**config.mk**
```make
export PLATFORM = sky130hd
export DESIGN_NAME = mips_iter_divider
export DESIGN_NICKNAME = d
export VERILOG_FILES = /design/src/rtl/mips_iter_divider.sv
export SDC_FILE = /design/constraint.sdc
export NUM_CORES = 1
export LEC_CHECK = 0
export CORE_MARGIN = 2
export CORE_UTILIZATION = 55
export CTS_CLUSTER_SIZE = 30
export DETAILED_ROUTE_END_ITERATION = 10
export PLACE_DENSITY = 0.75
export REMOVE_ABC_BUFFERS = 1
export SKIP_LAST_GASP = 1
export SLEW_MARGIN = 20
export SYNTH_ARGS = -nofsm -noshare
export SYNTH_HDL_FRONTEND = slang
export SYNTH_SLANG_ARGS = --single-unit
```
**constraint.sdc**
```tcl
create_clock -name clk -period 8.77 [get_ports clk]
set_input_delay 0.877 -clock clk [delete_from_list [all_inputs] [get_ports clk]]
set_output_delay 0.877 -clock clk [all_outputs]
set_load 0.02 [all_outputs]
```
**src/rtl/mips_iter_divider.sv**
```systemverilog
// Multi-cycle restoring divider for DIV/DIVU: quotient -> LO, remainder -> HI.
// Optional `DIV_ABORT_EN adds an abort input that cancels an in-flight operation.
module mips_iter_divider #(
  parameter int WIDTH          = 32,
  parameter int BITS_PER_CYCLE = 1
) (
  input  logic             clk,
  input  logic             reset,
`ifdef DIV_ABORT_EN
  input  logic             abort,
`endif
  input  logic             start,
  input  logic             is_signed,
  input  logic [WIDTH-1:0] dividend,
  input  logic [WIDTH-1:0] divisor,
  output logic             busy,
  output logic             done,
  output logic [WIDTH-1:0] quotient,
  output logic [WIDTH-1:0] remainder,
  output logic             div_by_zero
);

  localparam int N  = WIDTH / BITS_PER_CYCLE;
  localparam int CW = $clog2(N + 1);
  localparam logic [WIDTH-1:0] ONE = WIDTH'(1);

  typedef enum logic [1:0] {
    S_IDLE,
    S_RUN,
    S_FINISH
  } state_t;

  state_t state_q, state_d;

  logic [CW-1:0]    cnt_q;
  logic [WIDTH:0]   rem_q, rem_step;
  logic [WIDTH-1:0] work_q, work_step;
  logic [WIDTH-1:0] div_q;
  logic             q_neg_q, r_neg_q, dz_q;

  logic             abort_req;
  logic             launch;
  logic             finish;
  logic             sign_a, sign_b, divisor_zero;
  logic [WIDTH-1:0] mag_a, mag_b;

`ifdef DIV_ABORT_EN
  assign abort_req = abort && (state_q != S_IDLE);
`else
  assign abort_req = 1'b0;
`endif

  assign sign_a       = is_signed & dividend[WIDTH-1];
  assign sign_b       = is_signed & divisor[WIDTH-1];
  assign mag_a        = sign_a ? (~dividend + ONE) : dividend;
  assign mag_b        = sign_b ? (~divisor + ONE) : divisor;
  assign divisor_zero = (divisor == '0);

  assign launch = (state_q == S_IDLE) && start;
  assign finish = (state_q == S_FINISH) && !abort_req;
  assign busy   = (state_q != S_IDLE);

  always_ff @(posedge clk or posedge reset) begin
    if (reset) state_q <= S_IDLE;
    else       state_q <= state_d;
  end

  always_comb begin
    state_d = state_q;
    case (state_q)
      S_IDLE:   if (start) state_d = divisor_zero ? S_FINISH : S_RUN;
      S_RUN:    if (cnt_q == CW'(1)) state_d = S_FINISH;
      S_FINISH: state_d = S_IDLE;
      default:  state_d = S_IDLE;
    endcase
    if (abort_req) state_d = S_IDLE;
  end

  // Retire BITS_PER_CYCLE quotient bits, MSB first; work_q shifts the
  // dividend out at the top and the quotient in at the bottom.
  always_comb begin
    rem_step  = rem_q;
    work_step = work_q;
    for (int i = 0; i < BITS_PER_CYCLE; i++) begin
      rem_step  = {rem_step[WIDTH-1:0], work_step[WIDTH-1]};
      work_step = {work_step[WIDTH-2:0], 1'b0};
      if (rem_step >= {1'b0, div_q}) begin
        rem_step     = rem_step - {1'b0, div_q};
        work_step[0] = 1'b1;
      end
    end
  end

  always_ff @(posedge clk or posedge reset) begin
    if (reset) begin
      cnt_q   <= '0;
      rem_q   <= '0;
      work_q  <= '0;
      div_q   <= '0;
      q_neg_q <= 1'b0;
      r_neg_q <= 1'b0;
      dz_q    <= 1'b0;
    end else if (launch) begin
      // On divide-by-zero work_q keeps the raw dividend for the HI result.
      work_q  <= divisor_zero ? dividend : mag_a;
      div_q   <= mag_b;
      rem_q   <= '0;
      cnt_q   <= divisor_zero ? '0 : CW'(N);
      q_neg_q <= sign_a ^ sign_b;
      r_neg_q <= sign_a;
      dz_q    <= divisor_zero;
    end else if (abort_req) begin
      cnt_q <= '0;
    end else if (state_q == S_RUN) begin
      work_q <= work_step;
      rem_q  <= rem_step;
      cnt_q  <= cnt_q - CW'(1);
    end
  end

  always_ff @(posedge clk or posedge reset) begin
    if (reset) begin
      done        <= 1'b0;
      quotient    <= '0;
      remainder   <= '0;
      div_by_zero <= 1'b0;
    end else begin
      done <= finish;
      if (finish) begin
        if (dz_q) begin
          quotient    <= '1;
          remainder   <= work_q;
          div_by_zero <= 1'b1;
        end else begin
          quotient    <= q_neg_q ? (~work_q + ONE) : work_q;
          remainder   <= r_neg_q ? (~rem_q[WIDTH-1:0] + ONE) : rem_q[WIDTH-1:0];
          div_by_zero <= 1'b0;
        end
      end
    end
  end

endmodule

```
# --- After elaboration in Yosys (flattened, before gate mapping) ---
# Index checks and enable logic that the tools add are counted.
# W data, S select, Z words.
totals:
  n_memories: 0
  romBits: 0
  out_inout_bits: 67
  ramBits: 0
  in_bits: 68
  latch_bits: 0
  wordCells: 58
  register_bits: 173
classes:
  div: 0
  reduce_logical: 6
  multipliers: 0
  bitwise: 7
  muxes: 21
  n_eq_ne: 5
  order_cmp: 1
  n_addsub: 6
  shift: 0
op_table:
  columns: ["cell", "count"]
  rows:
  - ["$mux W32", 12]
  - ["$add A32 B1 Y32 const B", 4]
  - ["$not A32 Y32", 4]
  - ["$ge A33 B32 Y1", 1]
  - ["$logic_not A32 Y1", 1]
  - ["$sub A32 B32 Y32", 1]
  - ["$mux W6", 3]
  - ["$eq A6 B1 Y1 const B", 1]
  - ["$mux W2", 3]
  - ["$sub A6 B1 Y6 const B", 1]
  - ["$ne A2 B2 Y1 const B", 2]
  - ["$pmux W2 S2", 1]
  - ["$reduce_bool A2 Y1", 2]
  - ["$and A1 B1 Y1", 2]
  - ["$eq A2 B1 Y1 const B", 1]
  - ["$eq A2 B2 Y1 const B", 1]
  - ["$logic_not A2 Y1", 1]
  - ["$mux W1", 2]
  - ["$reduce_and A2 Y1", 1]
  - ["$logic_and A1 B1 Y1", 1]
  - ["$xor A1 B1 Y1", 1]

# --- Longest topological paths before layout ---
depth:
  ltp_word: 5
  ltp_mapped: 13
  depth_no_buf: 12

# --- Least setup slack after synthesis ---
# OpenSTA, ideal clock, no wires.
synth_path:
  path_type: "input-to-reg"
  from: "in dividend[12]"
  to: "reg work_q[30]"
  t_required_ps: 8633
  arrival_time_ps: 2781
  setup_time_ps: 137
  setup_slack_ps: 5853
  stages: 8
  n_path_buf: 0
  cell_sequence: "or3_1 > or2_2 > or4_4 > nor3_2 > nand2_1 > o41ai_2 > xor2_1 > a21oi_1"
synth_between:
  elab_chain_len: 5
synth_lines:
  columns: ["element", "line_no", "rtl"]
  rows:
  - ["start, declared", "14", "input logic [WIDTH-1:0] dividend,"]
  - ["$not A32 Y32", "55", "assign mag_a = sign_a ? (~dividend + ONE) : dividend;"]
  - ["$add A32 B1 Y32", "55", null]
  - ["$mux W32", "55", null]
  - ["$mux W32", "105", "work_q <= divisor_zero ? dividend : mag_a;"]
  - ["$mux W32", "103", "end else if (launch) begin"]
  - ["end signal, assigned", "105", null]
  - ["end signal, assigned", "115", "work_q <= work_step;"]
  - ["end, declared", "37", "logic [WIDTH-1:0] work_q, work_step;"]
# Every way passes these cells.
# A chain may end at the register's enable or synchronous reset.

# --- Worst setup path after layout ---
layout_path:
  from: "reg work_q[31]"
  to: "reg rem_q[30]"
layout_between:
  elab_chain_len: 4
  elab_cells_between_ends: 5
  classes_between: "add/sub: 1; order compare: 1; mux: 3"
layout_lines:
  columns: ["element", "line_no", "rtl"]
  rows:
  - ["$sub A32 B32 Y32 or $ge A33 B32 Y1 (tied branches)", "88, 87", null]
  - ["$mux W32 (*)", "87", "if (rem_step >= {1'b0, div_q}) begin"]
  - ["$mux W32 (*)", "114", "end else if (state_q == S_RUN) begin"]
  - ["$mux W32 (*)", "103", null]
  - ["end signal, assigned", "116", "rem_q <= rem_step;"]
  - ["end, declared", "36", "logic [WIDTH:0] rem_q, rem_step;"]
# Mark *: on every way between the ends. The rest lies on a longest branch, timed or not. The select of a mux whose other input is x is not followed.

==> results.sh <==
export IMPL_postRouteAntennaNets=0
export IMPL_r2r_start="work_q[31]"
export IMPL_synth_distinct_cells=76
export IMPL_max_freq_mhz=279
export IMPL_synth_edf_count=0
export IMPL_dieHeight_um=151
export IMPL_cts_tree="yes"
export IMPL_die_area_um2=22700
export IMPL_powerDensity_nw_per_um2=420
export IMPL_slowest_delay_ns=0.63
export IMPL_grt_pass1_vias=9596
export IMPL_maxCapViolations=0
export IMPL_max_vdd_ir_drop_mv=0.171
export IMPL_fin_crit_ns=3.58
export IMPL_critPathMaxFanout=5
export IMPL_cts_sinks=173
export IMPL_routed_wl_mm=29.8
export IMPL_netlist_instances=1421
export IMPL_hold_ws_ns=0.478
export IMPL_stdcell_count=1783
export IMPL_hp_class="reg2reg"
export IMPL_setup_violations=0
export IMPL_synth_simple_area_share_pct=20.4
export IMPL_worst_setup_path_start_kind="flop"
export IMPL_drc=0
export IMPL_row_count=53
export IMPL_numCtsBuffers=17
export IMPL_finalClockSkew_ns=0.0112
export IMPL_synth_top_family_by_area="compound AO/OA/AOI/OAI gates"
export IMPL_intPower_mw=3.11
export IMPL_hold_path_depth=2
export IMPL_status="finished clean"
export IMPL_grt_ovfl_total=0
export IMPL_hold_path_end="quotient[0]"
export IMPL_slew_viol_final=0
export IMPL_grt_max_degree=107
export IMPL_rr_endpoint="rem_q[30]"
export IMPL_cts_setup_buffers=0
export IMPL_synthXorXnorAreaFrac_pct=10.8
export IMPL_cts_hold_fix_buffers=0
export IMPL_htreeDepth=4
export IMPL_crit_family="compound AO/OA/AOI/OAI gates"
export IMPL_synth_mux_area_share_pct=2.54
export IMPL_antenna_found_initial=0
export IMPL_synth_area_um2=11800
export IMPL_pwr_share_clk_pct=13.3
export IMPL_critPathBufInv=2
export IMPL_coreArea_um2=21000
export IMPL_setup_tns_ns=0
export IMPL_num_vias=10360
export IMPL_criticalPathCategory="reg2reg"
export IMPL_hpwl_mm=21.4
export IMPL_yosysSeqAreaShare_pct=36.7
export IMPL_setup_ws_ns=5.19
export IMPL_leakage_nw=5.88
export IMPL_r2r_slack_ns=5.19
export IMPL_drive_gt1_share_pct=5.70
export IMPL_critical_path_depth=12
export IMPL_switchingPower_mw=2.71
export IMPL_end_kind="flop"
export IMPL_fillers=1796
export IMPL_diodes=0
export IMPL_fin_nets=1603
export IMPL_cts_buffer_depth=2
export IMPL_hp_start="quotient[0]"
export IMPL_synth_warnings=0
export IMPL_start_util_pct=56.2
export IMPL_startpoint="work_q[31]"
export IMPL_placed_cells=1752
export IMPL_clk_pin_slew_worst_paths_ns=0.07
export IMPL_crit_chain="inv_1, ha_1, inv_1, fa_1, a21o_1, a221oi_1, a2111oi_1, nor3_1, o21ai_1, a311oi_1, xnor2_1, o21ai_1"
export IMPL_rsz0062_at_grt="false"
export IMPL_critical_path_slowest_cell="a221oi_1"
export IMPL_drt_iter0_drc=777
export IMPL_dp_slack_ns=4.82
export IMPL_cp_arrival_ns=3.88
export IMPL_post_cts_resized=0
export IMPL_root_buffer="clkbuf_16"
export IMPL_fin_crit_sh_pct=40.8
export IMPL_async_reset_ff_share_pct=100
export IMPL_synth_ff_type="dfrtp_1"
export IMPL_synth_compound_area_share_pct=20.6
export IMPL_final_hold_viol_count=0
export IMPL_tightest_slew_ns=1.04
export IMPL_wl_per_cell_um=16.7
export IMPL_grt_first_pass_wirelength_mm=49.3
export IMPL_area_delta_synth_final_pct=17.2
export IMPL_worst_skew_pair_late_latency_ns=0.43
export IMPL_synthAdderAreaFrac_pct=4.20
export IMPL_gp_congestion=0.883
export IMPL_ff2ff_path_depth=12
export IMPL_netSwitchingFraction_pct=46.6
export IMPL_max_slew_margin_pct=30.9
export IMPL_post_drt_via_cell_ratio=5.81
export IMPL_synth_seq_cells=173
export IMPL_p_seq_share_pct=28.3
export IMPL_portBuffers=134
export IMPL_grtUsageTotal_pct=27.1
export IMPL_firstDrtPassIters=5
export IMPL_required_ns=9.07
export IMPL_comb_power_share_pct=58.3
export IMPL_post_synth_cell_area_avg_um2=8.31
export IMPL_ios=135
export IMPL_die_width_um=151
==> logic make-up after synthesis <==
logic type | Yosys count
AO/OA/AOI/OAI | 394
XOR/XNOR | 146
buffers and inverters | 144
multiplexers | 30
adder cells (fa/ha/maj) | 39
AND/OR/NAND/NOR | 495
flip-flops | 173
==> worst max path at each step <==
stage | end
CTS | rem_q[30]
detailed placement | work_q[28]
floorplan | cnt_q[0]
global route | rem_q[30]
global placement | work_q[28]
finish | rem_q[30]
==> synth_stat cells, types with 4 or more instances <==
master	number	area (um2)
nand2_1	224	841
dfrtp_1	173	4330
o21ai_0	126	631
a21oi_1	122	611
nor2_1	98	368
xor2_1	75	657
xnor2_1	71	622
clkbuf_1	69	259
inv_1	56	210
and3_1	38	238
ha_1	38	475
mux2i_1	30	300
o31ai_1	26	195
nand3_1	23	115
nor3_1	17	85.1
or3_1	16	100
a21o_1	13	97.6
o21ai_1	13	65.1
a32oi_1	12	105
buf_2	11	55.1
nand2b_1	10	62.6
nor2b_1	10	62.6
o41ai_1	10	87.6
a31oi_1	9	56.3
nand4_1	8	50.1
a211oi_1	7	52.6
o21a_1	7	52.6
o21bai_1	7	52.6
or4_1	7	52.6
buf_1	6	22.5
or4_4	6	67.6
nor4_1	5	31.3
o211ai_1	5	37.5
o311ai_0	5	43.8
and2_1	4	25.0
==> power groups by stage <==
stage / logic [mW] / clock network, mW / registers, mW
global route: 3.79 / 0.823 / 1.71
detailed placement: 3.36 / 0 / 1.65
finish: 3.39 / 0.775 / 1.65
floorplan: 2.36 / 0 / 1.66
global placement: 3.33 / 0 / 1.63
CTS: 3.38 / 0.785 / 1.64
==> cells in the final DEF, fill, tap and decap left out, types with 23 or more instances in the layout <==
cell type        netlist  routed
a21oi_1              122     122
and3_1                38      38
clkdlybuf4s50_1        0     134
dfrtp_1              173     172
ha_1                  38      38
inv_1                 56      55
mux2i_1               30      30
nand2_1              224     223
nand3_1               23      23
nor2_1                98      97
o21ai_0              126     126
o31ai_1               26      26
xnor2_1               71      71
xor2_1                75      75
==> through the flow <==
stage	area, um2	power, mW	util, %
after floorplan	11400	4.02	-
after global placement	13200	4.96	63.0
after detailed placement	13200	5.02	63.0
after CTS	13800	5.81	65.8
after global routing	13800	6.32	65.8
final	13800	5.82	65.8
==> tightest hold or removal path, cell delays in order (launching register included) <==
cell and delay, ns:
dfrtp_1 0.35, nand2_1 0.05, nand2_1 0.05
==> registers in the layout (all words and copies together), names as in the netlist, 2 cells and up <==
register   count
cnt_q          6
div_q         32
quotient      32
rem_q         32
remainder     32
state_q        2
work_q        32
==> routing by layer <==
layer,wire [um],share of wire [%],vias to the layer above,global-route usage [%]
li1,-,-,5124,-
met1,13900,47,4896,38.2
met2,14000,47,315,44.5
met3,1420,4.8,25,3.42
met4,448,1.5,0,6.65
met5,0,0,-,0
==> area by class of cell <==
class / instances / area [um2] / area share (%)
clock buffers: 20 / 467 / 3.37
flip-flops and latches: 173 / 4330 / 31.3
repair buffers: 144 / 1420 / 10.2
multi-input cells: 1104 / 6930 / 50.1
well taps: 275 / 344 / 2.49
clock inverters: 11 / 133 / 0.958
inverters: 56 / 215 / 1.56
Power figures use the tool's default switching activity.
